File: src/rtl/tdm_pkg.sv
// tdm_pkg: shared constants and FSM encoding for the TDM demultiplexer.
//   NUM_SLOTS - beats per frame (one per output channel)
//   SLOT_W    - width of the slot counter
//   state_e   - frame-alignment FSM states
package tdm_pkg;

  localparam int NUM_SLOTS = 4;
  localparam int SLOT_W    = 2;

  typedef enum logic {
    HUNT   = 1'b0,
    LOCKED = 1'b1
  } state_e;

endpackage

File: src/rtl/tdm_slot_ctr.sv
// tdm_slot_ctr: 2-bit slot counter for the TDM demultiplexer.
// Ports:
//   clk, rst  - clock, async active-high reset
//   clr_i     - return to slot 0 (loss of sync)
//   load1_i   - sync beat captured as slot 0, next beat is slot 1
//   en_i      - advance by one slot (wraps 3 -> 0)
//   slot_o    - current slot number
// Priority: clr_i > load1_i > en_i.
module tdm_slot_ctr
  import tdm_pkg::*;
(
  input  logic              clk,
  input  logic              rst,
  input  logic              clr_i,
  input  logic              load1_i,
  input  logic              en_i,
  output logic [SLOT_W-1:0] slot_o
);

  logic [SLOT_W-1:0] slot_q;

  always_ff @(posedge clk or posedge rst) begin
    if (rst)          slot_q <= '0;
    else if (clr_i)   slot_q <= '0;
    else if (load1_i) slot_q <= SLOT_W'(1);
    else if (en_i)    slot_q <= slot_q + 1'b1;
  end

  assign slot_o = slot_q;

endmodule

File: src/rtl/tdm_demux4.sv
// tdm_demux4: 1:4 time-division demultiplexer.
// Beat k of each fsync-aligned frame is written to channel k. A frame-coherent
// output buffer is built only when TDM_DEMUX_FRAME_EN is defined; otherwise
// frm_data/frm_vld are tied to 0.
// Ports:
//   clk, rst          - clock, async active-high reset
//   din, din_vld      - multiplexed beat and its valid
//   fsync             - beat is slot 0 (qualified by din_vld)
//   ch_data, ch_vld   - per-channel holding registers and update strobes
//   frm_data, frm_vld - complete aligned frame and its strobe
//   locked            - frame alignment held
//   sync_err          - one-cycle strobe on resync or loss of sync
module tdm_demux4
  import tdm_pkg::*;
#(
  parameter int W = 8
) (
  input  logic                     clk,
  input  logic                     rst,
  input  logic [W-1:0]             din,
  input  logic                     din_vld,
  input  logic                     fsync,
  output logic [NUM_SLOTS*W-1:0]   ch_data,
  output logic [NUM_SLOTS-1:0]     ch_vld,
  output logic [NUM_SLOTS*W-1:0]   frm_data,
  output logic                     frm_vld,
  output logic                     locked,
  output logic                     sync_err
);

  state_e                          state_q;
  logic [SLOT_W-1:0]               slot;
  logic [NUM_SLOTS-1:0][W-1:0]     ch_q;
  logic [NUM_SLOTS-1:0]            ch_vld_q;
  logic                            sync_err_q;

  // Beat classification
  logic hunt_cap, resync, loss, normal, wr_en;
  logic [SLOT_W-1:0] wr_slot;

  always_comb begin
    hunt_cap = din_vld && (state_q == HUNT) && fsync;
    resync   = din_vld && (state_q == LOCKED) && fsync && (slot != '0);
    loss     = din_vld && (state_q == LOCKED) && !fsync && (slot == '0);
    normal   = din_vld && (state_q == LOCKED) && !resync && !loss;
    wr_en    = hunt_cap || resync || normal;
    // Sync captures always land in slot 0 regardless of the counter.
    wr_slot  = (hunt_cap || resync) ? '0 : slot;
  end

  tdm_slot_ctr u_ctr (
    .clk     (clk),
    .rst     (rst),
    .clr_i   (loss),
    .load1_i (hunt_cap || resync),
    .en_i    (normal),
    .slot_o  (slot)
  );

  // FSM with registered strobes
  always_ff @(posedge clk or posedge rst) begin
    if (rst) begin
      state_q    <= HUNT;
      ch_vld_q   <= '0;
      sync_err_q <= 1'b0;
    end else begin
      ch_vld_q   <= wr_en ? (NUM_SLOTS'(1) << wr_slot) : '0;
      sync_err_q <= resync || loss;
      case (state_q)
        HUNT:    if (hunt_cap) state_q <= LOCKED;
        LOCKED:  if (loss)     state_q <= HUNT;
        default:               state_q <= HUNT;
      endcase
    end
  end

  always_ff @(posedge clk or posedge rst) begin
    if (rst)        ch_q          <= '0;
    else if (wr_en) ch_q[wr_slot] <= din;
  end

  assign ch_data  = ch_q;
  assign ch_vld   = ch_vld_q;
  assign locked   = (state_q == LOCKED);
  assign sync_err = sync_err_q;

`ifdef TDM_DEMUX_FRAME_EN
  logic [NUM_SLOTS-1:0][W-1:0] frm_q;
  logic                        frm_vld_q;
  logic                        frm_done;

  // In LOCKED every slot-3 capture is preceded by a slot-0 capture (HUNT
  // fsync, resync or aligned fsync), so it always closes a valid frame.
  // Channel registers 0..2 already hold this frame's beats and act as the
  // staging buffer.
  assign frm_done = normal && (slot == SLOT_W'(NUM_SLOTS-1));

  always_ff @(posedge clk or posedge rst) begin
    if (rst) begin
      frm_q     <= '0;
      frm_vld_q <= 1'b0;
    end else begin
      frm_vld_q <= frm_done;
      if (frm_done) frm_q <= {din, ch_q[2], ch_q[1], ch_q[0]};
    end
  end

  assign frm_data = frm_q;
  assign frm_vld  = frm_vld_q;
`else
  assign frm_data = '0;
  assign frm_vld  = 1'b0;
`endif

endmodule

File: config.mk
export PLATFORM = sky130hd
export DESIGN_NAME = tdm_demux4
export DESIGN_NICKNAME = d
export VERILOG_FILES = /design/src/rtl/tdm_pkg.sv /design/src/rtl/tdm_slot_ctr.sv /design/src/rtl/tdm_demux4.sv
export SDC_FILE = /design/constraint.sdc
export NUM_CORES = 1
export LEC_CHECK = 0
export ABC_CLOCK_PERIOD_IN_PS = 2450
export CAP_MARGIN = 20
export CELL_PAD_IN_SITES_DETAIL_PLACEMENT = 0
export CELL_PAD_IN_SITES_GLOBAL_PLACEMENT = 2
export CORE_ASPECT_RATIO = 2
export CORE_MARGIN = 10
export CORE_UTILIZATION = 27
export CTS_CLUSTER_DIAMETER = 200
export DETAILED_ROUTE_END_ITERATION = 16
export MAX_ROUTING_LAYER = met4
export PLACE_DENSITY_LB_ADDON = 0.1
export SYNTH_ARGS = -nofsm -noshare
export SYNTH_HDL_FRONTEND = slang
export SYNTH_HIERARCHICAL = 1
export SYNTH_SLANG_ARGS = --single-unit
File: constraint.sdc
create_clock -name clk -period 2.45 [get_ports clk]
set_input_delay 0.49 -clock clk [delete_from_list [all_inputs] [get_ports clk]]
set_output_delay 0.49 -clock clk [all_outputs]
set_load 0.01 [all_outputs]
==> metrics.md, run 1 <==
| Metric | Value |
|---|---|
| Post-route ant nets | `0` |
| RSZ-0062 raised after global routing | `false` |
| Average cell area after synthesis | `around 14 µm²` |
| Remaining DRCs | `0` |
| Sequential power share | `39.5%` |
| Clock Tree Buf Depth | `2` |
| Comb power frac | `38.1%` |
| Status | `completed` |
| Core area | `6570 µm²` |
| Vias per cell | `3.89` |
| First-pass DRT Iterations | `3` |
| Worst Path Required | `2.65 ns` |
| Mapped cell area | `about 1800 µm²` |
| Max Fclk | `518 MHz` |
| Share of layout cells above drive strength 1 | `around a quarter` |
| H-tree levels | `2` |
| First-pass GRT wire length | `around 7.3 mm` |
| CTS tree | `done` |
| Leak | `around 0.0011 µW` |
| Vias | `1092` |
| Power Density | `1120 nW/µm²` |
| Clk_lat worst skew | `0.28 ns` |
| Relative slew slack | `61.1%` |
| WS Path Type | `input pin to flop` |
| Pins Over Slew Limit | `0` |
| Vias in the first global route | `between 1000 and 1500` |
| DP Area | `around 2300 µm²` |
| Post-CTS Setup Bufs | `0` |
| Area Overhead vs Synth | `36.5%` |
| Final setup violation count | `0` |
| GP Congestion | `about 0.75` |
| Prevailing post-synth register cell | `dfrtp_1` |
| Reg2reg start | `u_ctr/slot_o[0]` |
| Row count | `42` |
| Cts hold-fix bufs | `0` |
| Total track usage | `about a tenth` |
| Most common cell after layout, fill and taps aside | `clkdlybuf4s50_1` |
| TritonCTS buffer count | `5` |
| Final hold violation count | `0` |
| Post-synth top area share | `between 50% and 60%` |
| DP HPWL | `about 3.8 mm` |
| Number of DRC markers in iteration 0 | `87` |
| Post-synthesis sequential area ratio | `55.7%` |
| Distinct cells, synth | `19` |
| Port bufs | `49` |
| Yosys top cell by area | `dfrtp_1` |
| Grt ovf | `0` |
| Max_cap viols | `0` |
| Die Y-Extent | `between 100 and 150 µm` |
| Clock skew | `roughly 0.0053 ns` |
| Switching share of total power | `between 30% and 40%` |
| Worst slew pin tran | `~0.58 ns` |
| Worst Path Max Fanout | `8` |
| Post-layout nets | `205` |
| Post-synth EDFFs | `0` |
| Pint | `~1900 µW` |
| Clock power frac | `22.5%` |
| Initial antenna violation count | `0` |
| Worst setup startpoint | `fsync` |
| Most frequent cells in the layout | `clkdlybuf4s50_1 (49), dfrtp_1 (40), conb_1 (33)` |
| Synthesized instance count | `132` |
| Antenna cells | `0` |
| Overall routed net length | `4.78 mm` |
| Worst Hold Class | `input pin to asynchronous set/reset pin` |
| Top post-synthesis cells by area | `dfrtp_1 (56%), mux2_2 (20%), buf_4 (14%)` |
| Worst setup SP type | `input pin` |
| Fin area | `2450 µm²` |
| Fin crit share | `78.8%` |
| Post-synth ARST share | `100%` |
| Yosys reg bits | `40` |
| Final min period | `approximately 1.9 ns` |
| Setup TNS | `0 ns` |
| Sw Pwr | `825 µW` |
| Die W | `77.7 µm` |
| I/O pin count | `83` |
| Clock sink count | `40` |
| Root Buffer | `clkbuf_16` |
| CTS clk-pin slew, worst paths | `0.06 ns` |
| VDD IR max | `0.000541 V` |
| CP arrival | `2.13 ns` |
| Die area | `approximately 11000 µm²` |
| CP Capture Type | `flop` |
| Initial core utilization | `27.4%` |
| Largest net degree at the start of global routing | `39` |
| Total of warnings raised by yosys | `6` |
| PostCTS Resize Cnt | `0` |
| Routed WL per cell | `17.0 µm` |
synth_stat cells (2+ instances only):
cell type / count
a21oi_1: 4
buf_4: 33
mux2_2: 32
buf_2: 2
dfrtp_1: 40
nor4b_4: 2
inv_1: 5
nor2_1: 3
worst paths after layout:
kind | to | slack (ns) | cells past startpoint
worst max-delay path | u_ctr/slot_o[1] | 0.52 | 6
worst min-delay path | u_ctr/slot_o[1] | 0.39 | 2
worst max register to register | u_ctr/slot_o[1] | 0.77 | 5
worst min register to register | ch_data[0] | 0.50 | 1
max in group asynchronous | ch_data[29] | 1.43 | 3
min in group clk | ch_data[0] | 0.50 | 1
power groups by stage:
stage          clock network [µW]  registers [µW]  logic, µW
4_1_cts                       638            1090       1070
5_1_grt                       657            1120       1120
3_3_place_gp                    0            1090       1060
6_report                      616            1080       1050
3_5_place_dp                    0            1100       1070
2_1_floorplan                   0            1170        392
layer usage:
| layer | GRT usage [%] | part of all wire (%) | vias to the layer above |
|---|---|---|---|
| met4 | 4.59 | 2.0 | 0 |
| met1 | 9.07 | 37 | 534 |
| met3 | 3.59 | 5.9 | 6 |
| met2 | 16.6 | 55 | 48 |
| li1 | - | - | 504 |
| met5 | - | 0 | - |
state kept, by name (all words and copies together), names as in the netlist:
register      cells
locked            1
u_ctr/slot_o      2
sync_err          1
ch_vld            4
ch_data          32
stage by stage:
step | instances | hold slack, ns | utilization [%] | power [µW] | worst slack (ns)
2_1_floorplan | 164 | 0.231 | - | 1560 | 0.814
3_3_place_gp | 274 | 0.490 | 35.3 | 2150 | 0.280
3_5_place_dp | 274 | 0.495 | 35.3 | 2170 | 0.227
4_1_cts | 281 | 0.395 | 37.4 | 2800 | 0.528
5_1_grt | 281 | 0.405 | 37.4 | 2900 | 0.385
6_report | 281 | 0.392 | 37.4 | 2750 | 0.519
worst max-delay path, stage by stage:
cell and delay [ns]:
clkdlybuf4s50_1 0.58, or3_1 0.38, a21oi_1 0.20, nor2_1 0.11, a21bo_1 0.21, a211oi_2 0.16
logic make-up (layout without fill, tap and decap cells):
family	Yosys count	count (layout)	share of synthesized area [%]
buffers and inverters	40	69	15.4
AOI/OAI and AO/OA	7	7	2.64
DFF	40	40	55.7
xor gates and xnor gates	1	1	0.487
and+or+nand+nor	11	11	5.57
muxes	32	32	20.0
other	1	33	0.209
area by class of cell:
cell class | count | area [µm²]
clock buffer | 6 | 129
clock inverter | 1 | 5.00
fill | 653 | 4110
inverter | 5 | 18.8
multi-input combinational | 84 | 641
sequential | 40 | 1000
tap | 88 | 110
timing repair buffer | 57 | 551
Power figures use the tool's default switching activity.
==> run 2, diff against run 1 <==
--- a/config.mk
+++ b/config.mk
@@ -5,13 +5,13 @@
 export SDC_FILE = /design/constraint.sdc
 export NUM_CORES = 1
 export LEC_CHECK = 0
-export ABC_CLOCK_PERIOD_IN_PS = 2450
+export ABC_CLOCK_PERIOD_IN_PS = 1600
 export CAP_MARGIN = 20
 export CELL_PAD_IN_SITES_DETAIL_PLACEMENT = 0
 export CELL_PAD_IN_SITES_GLOBAL_PLACEMENT = 2
 export CORE_ASPECT_RATIO = 2
 export CORE_MARGIN = 10
-export CORE_UTILIZATION = 27
+export CORE_UTILIZATION = 23
 export CTS_CLUSTER_DIAMETER = 200
 export DETAILED_ROUTE_END_ITERATION = 16
 export MAX_ROUTING_LAYER = met4
==> constraint.sdc (replaced) <==
create_clock -name clk -period 1.6 [get_ports clk]
set_input_delay 0.32 -clock clk [delete_from_list [all_inputs] [get_ports clk]]
set_output_delay 0.32 -clock clk [all_outputs]
set_load 0.01 [all_outputs]
==> run 2 against run 1 <==
  * The run now fails in 5_2_route
  * Global-route usage decreased by 0.65 points
  * Synthesized cell count unchanged
  * Synthesized area stayed put
==> metrics.md, run 2 <==
| Metric | Value |
|---|---|
| Count leader, synth | `dfrtp_1` |
| Clock sink count | `40` |
| Post-synth ARST share | `100%` |
| Yosys reg bits | `40` |
| Row count | `45` |
| Log Error | `[ERROR DRT-0255] Maze Route cannot find path of net clk in worker of routeBox ( 48300 0 ) ( 82520 48300 ).` |
| H-tree levels | `2` |
| Initial antenna violation count | `0` |
| Average cell area after synthesis | `13.6 µm²` |
| Root Buffer | `clkbuf_16` |
| Worst endpoint after global-route timing repair | `u_ctr/slot_o[1]$_DFFE_PP0P_/D` |
| DP HPWL | `between 3 and 4 mm` |
| Mapped cell area | `1800 µm²` |
| Most common library cells after synthesis | `dfrtp_1 (40), buf_4 (33), mux2_2 (32)` |
| I/O pin count | `83` |
| Port bufs | `49` |
| Vias in the first global route | `1348` |
| Largest net degree at the start of global routing | `39` |
| GP Congestion | `0.797` |
| Worst End Pin Type | `register input` |
| Place WS | `-0.274 ns` |
| First-pass GRT wire length | `approximately 7.7 mm` |
| Clock Tree Buf Depth | `2` |
| Die Y-Extent | `about 150 µm` |
| Initial core utilization | `between 20% and 30%` |
| Grt ovf | `0` |
| Die W | `just over 80 µm` |
| Post-synthesis sequential area ratio | `55.7%` |
| Top post-synthesis cells by area | `dfrtp_1 (56%), mux2_2 (20%), buf_4 (14%)` |
| Synthesized instance count | `132` |
| Prevailing post-synth register cell | `dfrtp_1` |
| TritonCTS buffer count | `5` |
| Post-synth EDFFs | `0` |
| Distinct cells, synth | `19` |
| Status | `aborted with a tool error` |
| Total track usage | `8.94%` |
| Post-synth top area share | `~56%` |
| Total of warnings raised by yosys | `6` |
| Cts hold-fix bufs | `0` |
| Yosys top cell by area | `dfrtp_1` |
| Exit stage | `5_2_route` |
-- run 2: cell counts after synthesis --
Identical to the previous run, type by type.
-- run 2: stage by stage --
step	area [µm²]	cells	hold WS, ns
global route	2610	297	0.225
floorplan	1920	164	0.0612
global placement	2410	289	0.490
detailed placement	2410	289	0.494
CTS	2590	297	0.210
-- run 2: what timing repair did --
| action | CTS | global route |
|---|---|---|
| setup endpoints to repair | 1 | 18 |
| pin swaps | 0 | 2 |
| endpoints found under the hold margin | 0 | 0 |
| gates resized for setup | 1 | 6 |
| buffers inserted | 0 | 0 |
| cloned | 0 | 0 |
-- run 2: kinds of logic after synthesis --
family	share of synthesized area, %
DFF	55.7
other	0.209
muxes	20.0
AOI/OAI and AO/OA	2.64
buffers and inverters	15.4
xor gates and xnor gates	0.487
and+or+nand+nor	5.57
-- run 2: per-layer routing --
metal / global-route usage (%)
met5: -
met4: 4.29
met3: 2.29
met2: 15.4
met1: 8.78
==> run 3, diff against run 2 <==
==> config.mk (replaced) <==
export PLATFORM = sky130hd
export DESIGN_NAME = tdm_demux4
export DESIGN_NICKNAME = d
export VERILOG_FILES = /design/src/rtl/tdm_pkg.sv /design/src/rtl/tdm_slot_ctr.sv /design/src/rtl/tdm_demux4.sv
export SDC_FILE = /design/constraint.sdc
export NUM_CORES = 1
export LEC_CHECK = 0
export ABC_CLOCK_PERIOD_IN_PS = 2100
export CAP_MARGIN = 20
export CORE_MARGIN = 10
export CORE_UTILIZATION = 23
export DETAILED_ROUTE_END_ITERATION = 16
export PLACE_DENSITY_LB_ADDON = 0.15
export SYNTH_ARGS = -nofsm -noshare
export SYNTH_HDL_FRONTEND = slang
export SYNTH_HIERARCHICAL = 1
export SYNTH_SLANG_ARGS = --single-unit
==> constraint.sdc (replaced) <==
create_clock -name clk -period 2.1 [get_ports clk]
set_input_delay 0.42 -clock clk [delete_from_list [all_inputs] [get_ports clk]]
set_output_delay 0.42 -clock clk [all_outputs]
set_load 0.01 [all_outputs]
==> run 3 against run 2 <==
  * The flow now finishes without violations
  * Global-route usage shrank 0.99 points
==> metrics.md, run 3 (synthesis results as in run 1) <==
| Metric | Value |
|---|---|
| Row count | `32` |
| GP Congestion | `0.700` |
| Vias in the first global route | `1291` |
| Most frequent cells in the layout | `clkdlybuf4s50_1 (49), dfrtp_1 (40), conb_1 (33)` |
| Share of layout cells above drive strength 1 | `27.0%` |
| Final hold violation count | `0` |
| Root Buffer | `clkbuf_8` |
| Largest net degree at the start of global routing | `39` |
| Fin crit share | `81.3%` |
| Layout Utilization | `32.2%` |
| Final Worst Setup Slack | `0.392 ns` |
| Number of DRC markers in iteration 0 | `46` |
| Leak | `0.00110 µW` |
| Pins Over Slew Limit | `0` |
| Initial antenna violation count | `0` |
| Relative slew slack | `59.7%` |
| Final setup violation count | `0` |
| M2 GR Usage | `13.0%` |
| CP arrival | `1.88 ns` |
| Worst slew pin tran | `0.598 ns` |
| First-pass DRT Iterations | `4` |
| Worst Path Required | `around 2.3 ns` |
| CP Capture Type | `flop` |
| Cell Count Post-Placement | `290` |
| Fin area | `2460 µm²` |
| First-pass GRT wire length | `7.23 mm` |
| Grt ovf | `0` |
| CTS tree | `done` |
| Clock Tree Buf Depth | `2` |
| Max Fclk | `between 500 and 600 MHz` |
| Total track usage | `between 7 and 8%` |
| Power Density | `1260 nW/µm²` |
| Remaining DRCs | `0` |
| Reg2reg start | `u_ctr/slot_o[0]` |
| Vias | `1100` |
| Clk_lat worst skew | `just under 0.3 ns` |
| Cts hold-fix bufs | `0` |
| Post-route ant nets | `0` |
| Antenna cells | `0` |
| RSZ-0062 raised after global routing | `false` |
| Setup TNS | `0 ns` |
| Top Usage Layer GRT | `met2` |
| Status | `completed` |
| Clock sink count | `40` |
| Die W | `108 µm` |
| Die area | `11800 µm²` |
| Vias per cell | `between 3 and 4` |
| Clock skew | `0.00691 ns` |
| Worst Path Max Fanout | `6` |
| DP Area | `2350 µm²` |
| H-tree levels | `2` |
| CTS clk-pin slew, worst paths | `0.08 ns` |
| Area Overhead vs Synth | `36.9%` |
| Initial core utilization | `23.5%` |
| Die Y-Extent | `108 µm` |
| M1 GR Usage | `8.29%` |
| PostCTS Resize Cnt | `0` |
| Final min period | `around 1.7 ns` |
| TritonCTS buffer count | `5` |
| Routed WL per cell | `15.4 µm` |
| Post-layout nets | `207` |
| I/O pin count | `83` |
| VDD IR max | `between 0.0005 and 0.0006 V` |
| DP HPWL | `~3.6 mm` |
| Most common cell after layout, fill and taps aside | `clkdlybuf4s50_1` |
| Met3 usage | `4.76%` |
| Max FFs per register | `32` |
| Fill cell count | `767` |
| Worst setup SP type | `input pin` |
| Max_cap viols | `0` |
| Overall routed net length | `4.58 mm` |
| Post-CTS Setup Bufs | `0` |
| Core area | `7650 µm²` |
| Place WS | `0.0878 ns` |
| Port bufs | `49` |
| Worst Hold Class | `input pin to asynchronous set/reset pin` |
| Worst setup startpoint | `din_vld` |
| Non-filler cells, final | `298` |
| WS Path Type | `input pin to flop` |
run 3: critical path: stages:
cell and delay (ns):
clkdlybuf4s50_1 0.52, nand2_2 0.14, nor4b_4 0.25, buf_4 0.20, mux2_2 0.34
run 3: power breakdown:
part / internal (µW) / switching [µW]
clock network: 353 / 261
registers: 1060 / 198
logic: 753 / 476
total: 2160 / 935
run 3: path summary, 6_finish.rpt:
kind / to / slack (ns) / depth (start not counted)
max: ch_data[17] / 0.39 / 5
min reg2reg: ch_data[14] / 0.51 / 1
min: u_ctr/slot_o[0] / 0.30 / 2
max reg2reg: u_ctr/slot_o[1] / 0.45 / 5
min in group clk: ch_data[14] / 0.51 / 1
max in group asynchronous: ch_data[13] / 1.19 / 3
run 3: area by class of cell:
type | count | area, µm² | share of cell area, %
inverters | 5 | 18.8 | 0.763
clock inverters | 2 | 35.0 | 1.42
multi-input cells | 84 | 641 | 26.0
well taps | 102 | 128 | 5.19
repair buffers | 59 | 566 | 23.0
clock buffers | 6 | 72.6 | 2.95
flip-flops and latches | 40 | 1000 | 40.7
run 3: layer usage:
| layer | vias to the layer above | wire length [µm] | share of wire (%) |
|---|---|---|---|
| met4 | 0 | 53 | 1.2 |
| met2 | 54 | 2180 | 48 |
| met5 | - | 0 | 0 |
| li1 | 502 | - | - |
| met1 | 538 | 1690 | 37 |
| met3 | 6 | 659 | 14 |
run 3: through the flow:
stage	hold WS (ns)	power, µW
after detailed placement	0.497	2520
after global placement	0.488	2510
after floorplan	0.161	1820
after CTS	0.296	3160
final	0.300	3100
after global routing	0.332	3310
==> run 4, diff against run 3 <==
--- a/config.mk
+++ b/config.mk
@@ -5,7 +5,7 @@
 export SDC_FILE = /design/constraint.sdc
 export NUM_CORES = 1
 export LEC_CHECK = 0
-export ABC_CLOCK_PERIOD_IN_PS = 2100
+export ABC_CLOCK_PERIOD_IN_PS = 1500
 export CAP_MARGIN = 20
 export CORE_MARGIN = 10
 export CORE_UTILIZATION = 23
==> constraint.sdc (replaced) <==
create_clock -name clk -period 1.5 [get_ports clk]
set_input_delay 0.3 -clock clk [delete_from_list [all_inputs] [get_ports clk]]
set_output_delay 0.3 -clock clk [all_outputs]
set_load 0.01 [all_outputs]
==> run 4 against run 3 <==
  * The flow now finishes with violations (setup timing)
  * Sequential share of layout area decreased by 2.4 points
  * Wire length increased by 8.5%
  * Global-route usage increased by 0.36 points
  * Design area increased by 6.6%
  * Die area unchanged
  * First-iteration DRC count decreased by 89%
  * Critical path depth unchanged
  * Largest cell class unchanged
==> metrics.md, run 4 (synthesis results as in run 1) <==
| Metric | Value |
|---|---|
| Die W | `108 µm` |
| CP arrival | `1.75 ns` |
| Clk_lat worst skew | `0.29 ns` |
| Post-layout nets | `221` |
| Remaining DRCs | `0` |
| RSZ-0062 raised after global routing | `true` |
| Power Density | `between 1500 and 2000 nW/µm²` |
| Antenna cells | `0` |
| Worst Path Required | `~1.7 ns` |
| Initial core utilization | `between 20% and 30%` |
| CTS clk-pin slew, worst paths | `about 0.08 ns` |
| First-pass GRT wire length | `7.61 mm` |
| Clock sink count | `40` |
| Most common cell after layout, fill and taps aside | `dfrtp_1` |
| Port bufs | `49` |
| Final hold violation count | `0` |
| WS Path Type | `flop to flop` |
| Largest net degree at the start of global routing | `23` |
| Clock skew | `0.00203 ns` |
| Overall routed net length | `4.97 mm` |
| DP HPWL | `3.87 mm` |
| Final Worst Setup Slack | `-0.0544 ns` |
| Pins Over Slew Limit | `0` |
| Area Overhead vs Synth | `45.9%` |
| Fill cell count | `around 800` |
| H-tree levels | `2` |
| Vias in the first global route | `1369` |
| GP Congestion | `0.732` |
| Worst Hold Class | `input pin to asynchronous set/reset pin` |
| Root Buffer | `clkbuf_8` |
| Final Total Pwr | `4360 µW` |
| Setup TNS | `-0.0544 ns` |
| TritonCTS buffer count | `5` |
| Initial antenna violation count | `0` |
| Die Y-Extent | `108 µm` |
| Final setup violation count | `1` |
| CTS tree | `done` |
| VDD IR max | `0.000783 V` |
| Vias | `between 1000 and 1500` |
| I/O pin count | `83` |
| Max_cap viols | `0` |
| Fin crit share | `104%` |
| First-pass DRT Iterations | `2` |
| Worst Path Max Fanout | `3` |
| Leak | `0.00137 µW` |
| Core area | `roughly 7600 µm²` |
| Vias per cell | `3.86` |
| Number of DRC markers in iteration 0 | `5` |
| Final min period | `1.55 ns` |
| Grt ovf | `0` |
| Status | `finished with violations` |
| Die area | `about 12000 µm²` |
| Max Fclk | `643 MHz` |
| Total track usage | `8.30%` |
| Most frequent cells in the layout | `dfrtp_1 (38), conb_1 (33), dlygate4sd2_1 (32)` |
| Max FFs per register | `32` |
| CP Capture Type | `flop` |
| Clock Tree Buf Depth | `2` |
| Routed WL per cell | `15.9 µm` |
| Post-route ant nets | `0` |
| Worst setup SP type | `flop` |
| Row count | `32` |
| Share of layout cells above drive strength 1 | `33.3%` |
| Failing checks | `setup timing` |
-- run 4: changes by cell type in the layout (fill, tap and decap cells not counted), sizes merged --
| cell | before | now |
|---|---|---|
| dlygate4sd2 | 0 | 32 |
| buf | 10 | 24 |
| bufinv | 1 | 0 |
| clkdlybuf4s50 | 49 | 10 |
| dlymetal6s2s | 0 | 7 |
| clkbuf | 6 | 7 |
-- run 4: area by class of cell --
cell class | count | area [µm²] | share of cell area, %
clock buffers | 7 | 76.3 | 2.91
clock inverters | 1 | 8.76 | 0.334
inverters | 5 | 18.8 | 0.716
multi-input cells | 84 | 712 | 27.1
flip-flops and latches | 40 | 1000 | 38.3
well taps | 102 | 128 | 4.87
repair buffers | 73 | 676 | 25.8
-- run 4: worst paths after layout --
check | endpoint | slack [ns] | from | cells after the start
max | u_ctr/slot_o[1] | -0.05 | u_ctr/slot_o[1] | 5
min | u_ctr/slot_o[1] | 0.23 | rst | 2
max reg2reg | u_ctr/slot_o[1] | -0.05 | u_ctr/slot_o[1] | 5
min reg2reg | ch_data[26] | 0.50 | ch_data[26] | 1
max in group asynchronous | locked | 0.83 | rst | 3
min in group clk | ch_data[26] | 0.50 | ch_data[26] | 1
-- run 4: where the power goes --
part	switching, µW	internal, µW
clock network	378	333
logic	785	1120
registers	259	1490
total	1420	2930
-- run 4: what timing repair did --
action / CTS / global route
pin swaps: 3 / 2
endpoints found under the setup margin: 50 / 27
buffers inserted: 3 / 1
hold buffers: 0 / 0
resized for setup: 42 / 21
-- run 4: metal layers --
metal  vias to the layer above  wire [µm]  GRT usage [%]
li1                        536          -              -
met1                       607       1930           8.85
met2                        57       2440           14.4
met3                         3        585           4.16
met4                         0         17           1.98
met5                         -          0              0
-- run 4: metrics by stage --
step | cell area [µm²] | std cells | utilization, % | worst slack (ns) | hold WS [ns]
after global placement | 2440 | 300 | 32.0 | -0.352 | 0.488
after detailed placement | 2440 | 300 | 32.0 | -0.425 | 0.496
final | 2620 | 312 | 34.3 | -0.0544 | 0.225
after global routing | 2620 | 312 | 34.3 | -0.0938 | 0.213
after floorplan | 1920 | 164 | - | 0.00377 | 0.0412
after CTS | 2550 | 311 | 33.3 | -0.0712 | 0.220
-- run 4: critical path: stages (launching register included) --
cell and delay (ns):
dfrtp_2 0.44, or3_1 0.39, a21oi_2 0.18, nor2_2 0.07
a21bo_1 0.20, a211oi_2 0.19
==> edit 1, RTL diff (config.mk and constraints of run 1) <==
Change the parameter `W` from 8 to 10.
--- a/src/rtl/tdm_demux4.sv
+++ b/src/rtl/tdm_demux4.sv
@@ -13,7 +13,7 @@
 module tdm_demux4
   import tdm_pkg::*;
 #(
-  parameter int W = 8
+  parameter int W = 10
 ) (
   input  logic                     clk,
   input  logic                     rst,
Ports: changed (resized ch_data, din and frm_data); port bits go from 83 to 101. The function was not compared with the original's and may differ.
==> edit 1 against run 1 <==
Sequential cell count rose by 8; wire length rose by 21%; sequential share of layout area increased by 0.77 points; count of clock-buffer cells in the layout fell by 1; synthesized area up 23%; clock skew is 0.0027 ns lower; cell count increased by 13%; worst setup slack improved by 0.071 ns; total power is 19% higher; design area grew 18%; global-route usage decreased by 0.12 points; core utilization is 1.2 points lower; critical path depth decreased by 2; critical endpoint is now ch_data[28]; highest routed layer unchanged.
==> edit 1: results (changes against run 1) <==
[cts]
cts_hold_repair.buffers = 0  ; unchanged
cts_root_buffer = clkbuf_16  ; unchanged
htreeDepth = 2  ; unchanged
cts.clk_slew.worst_paths_ns = 0.06  ; about the same
max-clock-path-buffers = 2  ; unchanged
ctsResizeCount = 0  ; unchanged
clkLatencyLatePin_ns = 0.28  ; about the same
cts_inserted_buffers = 5  ; unchanged
post_cts_buffers = 0  ; unchanged

[worst_setup_path]
path_max_fanout = 11  ; was 8
crit_path_max_incr_delay_ns = 0.46  ; was 0.58 ns
critPathArrivalTime_ns = 2.03  ; was 2.13 ns
r2r_slack_ns = 0.78
timing.rr.end = u_ctr/slot_o[1]  ; unchanged
crit_family = simple AND/OR/NAND/NOR gates  ; was buffers and inverters
critPathSlowestCell = clkdlybuf4s50_1  ; unchanged
worst_r2r_startpoint = u_ctr/slot_o[0]  ; unchanged
reg2reg_depth = 5  ; unchanged

[place]
hpwl_um = 4517  ; was 3780 um
dp_cells = 313  ; was 274
place_area_sq_um = 2766  ; was 2321 sq um
finalWeightedCongestion = 0.7490  ; was 0.7455
numPortBuffers = 59  ; was 49

[pwr]
vdd_ir_drop_max_mv = 0.3731  ; was 0.5412 mV
power.leakage_nw = 1.326  ; was 1.107 nW
switching_power_mw = 0.9578  ; was 0.8246 mW

[detailed_routing]
first_pass_iters = 4  ; was 3
postRouteWirelength_um = 5802  ; was 4781 um
via_per_inst = 4.000  ; was 3.886
drc = 0  ; unchanged
drt_iter0_markers = 46  ; was 87

[grt]
grt_antenna_before_repair = 0  ; unchanged
grt_pass1_wl_um = 8694  ; was 7334 um
grt_pass1_vias = 1464  ; was 1266
grt_max_degree = 47  ; was 39
grt.total_usage_pct = 9.467  ; was 9.585%

[final_layout]
fillCellCount = 794  ; was 653
fin_cells = 318  ; was 281
drive_gt1_share_pct = 23.87  ; was 25.91%
largest_register_ffs = 40  ; was 32
syn_to_final_growth_pct = 30.34  ; was 36.53%
final_nets = 238  ; was 205

[outcome]
status = completed  ; unchanged

[timing]
relSlewSlack_pct = 60.91  ; was 61.07%
skew_ns = 0.002595  ; was 0.005319 ns

[logic_synthesis]
ys_top_cells_by_area = dfrtp_1, buf_4, mux2_4  ; was dfrtp_1, mux2_2, buf_4
ys_warn_count = 6  ; unchanged
synth.distinct_cells = 21  ; was 19
synthTopCellsByCount = dfrtp_1, buf_4, mux2_2, mux2_4, inv_1  ; was dfrtp_1, buf_4, mux2_2, inv_1, a21oi_1
yosysSeqAreaShare_pct = 54.15  ; was 55.67%
syn-mean-instance-area_sq_um = 13.95  ; was 13.62 sq um

[hold_path]
worst_hold_path_type = input pin to asynchronous set/reset pin  ; unchanged

[edit 1: cell count changes after synthesis, sizes merged]
| cell | delta |
|---|---|
| mux2 | +8 |
| buf | +10 |
| and2 | +1 |
| dfrtp | +8 |
| and3b | +3 |
| nor4 | -1 |
| nand3 | +1 |
| nand4bb | -1 |
| nor4b | -2 |
[edit 1: cell type report]
cell class	instances	share of cell area, %
repair buffers	63	21.46
well taps	96	4.154
clock buffers	5	4.327
flip-flops and latches	48	41.54
multi-input cells	101	27.87
inverters	5	0.6491
[edit 1: routing by layer]
layer | share of wire, % | track usage (%)
met1 | 34 | 8.561
met2 | 59 | 17.58
met3 | 5.4 | 2.845
met4 | 1.8 | 4.125
met5 | 0 | -
[edit 1: kinds of logic (layout without fill, tap and decap cells)]
logic type                Yosys count  in the layout  synth area share, %
AOI/OAI and AO/OA                   7              7                2.143
other                               1             41               0.1690
and+or+nand+nor                    12             12                3.497
xor gates and xnor gates            1              1               0.3949
muxes                              40             40                23.35
DFF                                48             48                54.15
buffers and inverters              50             73                16.30
[edit 1: stage by stage]
stage,setup slack [ns],hold slack (ns)
2_1_floorplan,0.8722,0.2312
3_3_place_gp,0.3132,0.4928
3_5_place_dp,0.2779,0.4923
4_1_cts,0.5795,0.4022
5_1_grt,0.5169,0.4319
6_report,0.5896,0.4017
[edit 1: worst max path at each step]
| stage | start | to | slack [ns] | cells after the start |
|---|---|---|---|---|
| floorplan | rst | ch_data[0] | 0.87 | 1 |
| global placement | fsync | ch_data[12] | 0.31 | 4 |
| detailed placement | fsync | ch_data[12] | 0.28 | 4 |
| CTS | fsync | ch_data[12] | 0.58 | 4 |
| global route | din_vld | ch_data[12] | 0.52 | 4 |
| finish | fsync | ch_data[28] | 0.59 | 4 |
[edit 1: power groups by stage]
| stage | Combinational, mW | Clock [mW] | Sequential, mW |
|---|---|---|---|
| final | 1.36 | 0.620 | 1.28 |
| after global routing | 1.44 | 0.668 | 1.33 |
| after CTS | 1.39 | 0.646 | 1.29 |
| after detailed placement | 1.38 | 0 | 1.30 |
| after global placement | 1.36 | 0 | 1.29 |
| after floorplan | 0.553 | 0 | 1.40 |
==> edit 2, RTL diff (settings of run 1) <==
Made on the original files. Add an input register stage for `din_vld`, cleared by the reset; this delays it by one clock. The other inputs are not delayed to match.
--- a/src/rtl/tdm_demux4.sv
+++ b/src/rtl/tdm_demux4.sv
@@ -28,6 +28,16 @@
   output logic                     sync_err
 );
 
+  logic din_vld_q;
+
+  always_ff @(posedge clk or posedge rst) begin
+    if (rst) begin
+      din_vld_q <= '0;
+    end else begin
+      din_vld_q <= din_vld;
+    end
+  end
+
   state_e                          state_q;
   logic [SLOT_W-1:0]               slot;
   logic [NUM_SLOTS-1:0][W-1:0]     ch_q;
@@ -39,10 +49,10 @@
   logic [SLOT_W-1:0] wr_slot;
 
   always_comb begin
-    hunt_cap = din_vld && (state_q == HUNT) && fsync;
-    resync   = din_vld && (state_q == LOCKED) && fsync && (slot != '0);
-    loss     = din_vld && (state_q == LOCKED) && !fsync && (slot == '0);
-    normal   = din_vld && (state_q == LOCKED) && !resync && !loss;
+    hunt_cap = din_vld_q && (state_q == HUNT) && fsync;
+    resync   = din_vld_q && (state_q == LOCKED) && fsync && (slot != '0);
+    loss     = din_vld_q && (state_q == LOCKED) && !fsync && (slot == '0);
+    normal   = din_vld_q && (state_q == LOCKED) && !resync && !loss;
     wr_en    = hunt_cap || resync || normal;
     // Sync captures always land in slot 0 regardless of the counter.
     wr_slot  = (hunt_cap || resync) ? '0 : slot;
Behaviour: not the same (Yosys sat finds a counterexample within 4 cycles, from zero or initial values and one cycle with rst high).
==> edit 2 against run 1 <==
Sequential share of layout area up 0.33 points; register-to-register slack better by 0.03 ns; wire length is 0.79% lower; worst setup slack worse by 0.0029 ns; sequential cell count increased by 1; synthesized cell count up 0.76%; highest routed layer unchanged; maximum frequency fell by 0.15%; count of clock-buffer cells in the layout increased by 1; synthesized area is 1.4% higher; hold slack about the same; design area increased by 1.7%; total power rose by 5.0%.
==> edit 2: results (changes against run 1) <==
[outcome]
status = completed  ; unchanged

[final_layout]
fillCellCount = 696  ; was 653
layout.nonclk_buf_share_pct = 21.15  ; was 22.43%
largest_register_ffs = 32  ; unchanged
multi_input_area_sq_um = 640.6  ; unchanged
drive_gt1_share_pct = 25.00  ; was 25.91%
clockNetworkAreaShare_pct = 6.917  ; was 5.454%
sh_seq_area_pct = 41.10  ; was 40.77%
final_nets = 203  ; was 205

[worst_setup_path]
worst_r2r_startpoint = u_ctr/slot_o[0]  ; unchanged
r2r_slack_ns = 0.80  ; was 0.77 ns
reg2reg_depth = 5  ; unchanged

[detailed_routing]
first_pass_iters = 4  ; was 3
drt_iter0_markers = 49  ; was 87
via_per_inst = 3.861  ; was 3.886
num_vias = 1081  ; was 1092
met1_length_um = 1650  ; was 1760 um
wl_met3_um = 214  ; was 284 um
wl_met2_um = 2814  ; was 2638 um

[logic_synthesis]
ys_warn_count = 6  ; unchanged
syn-cell-area_sq_um = 1823  ; was 1798 sq um
ys_top_cells_by_area = dfrtp_1, mux2_2, buf_4  ; unchanged
synthTopCellsByCount = dfrtp_1, buf_4, mux2_2, inv_1, a21oi_1  ; unchanged
ys_ff_latch = 41  ; was 40
yosysSeqAreaShare_pct = 56.28  ; was 55.67%
synthCells = 133  ; was 132

[grt]
use_met2_pct = 16.73  ; was 16.64%
grt_pass1_wl_um = 7217  ; was 7334 um
use_met1_pct = 8.800  ; was 9.066%
grt.total_usage_pct = 9.155  ; was 9.585%
grt_max_degree = 40  ; was 39
grt_use_met3_pct = 2.712  ; was 3.590%

[place]
finalWeightedCongestion = 0.7268  ; was 0.7455
hpwl_um = 3682  ; was 3780 um
place_ws_ns = 0.2111  ; was 0.2270 ns
dp_cells = 272  ; was 274
place_area_sq_um = 2323  ; was 2321 sq um

[timing]
finalCritPeriodShare_pct = 78.94  ; was 78.83%
worst_pin_slew_ns = 0.5479  ; was 0.5787 ns
hold_slack_ns = 0.3928  ; was 0.3924 ns

[pwr]
vdd_ir_drop_max_mv = 0.6079  ; was 0.5412 mV
power.leakage_nw = 1.121  ; was 1.107 nW
power_density_nw_per_um2 = 1155  ; was 1118 nW/um^2

[cts]
cts_inserted_buffers = 5  ; unchanged

[edit 2: how the worst max path moves through the flow]
stage | slack (ns) | start | cells past startpoint | to
after detailed placement | 0.21 | fsync | 6 | u_ctr/slot_o[1]
after global routing | 0.42 | fsync | 6 | u_ctr/slot_o[1]
after CTS | 0.51 | fsync | 6 | u_ctr/slot_o[1]
final | 0.52 | fsync | 6 | u_ctr/slot_o[1]
after global placement | 0.28 | fsync | 6 | u_ctr/slot_o[1]
after floorplan | 0.81 | fsync | 6 | u_ctr/slot_o[1]
[edit 2: cell families after synthesis]
| kind of cell | share of synthesized area [%] |
|---|---|
| DFF | 56.28 |
| buffers and inverters | 15.17 |
| muxes | 19.77 |
| and+or+nand+nor | 5.492 |
| AOI/OAI and AO/OA | 2.608 |
| xor gates and xnor gates | 0.4805 |
| other | 0.2057 |
[edit 2: where the power goes]
| part | internal (mW) | switching, mW |
|---|---|---|
| sequential | 0.922 | 0.176 |
| combinational | 0.630 | 0.396 |
| clock | 0.509 | 0.251 |
| total | 2.06 | 0.823 |
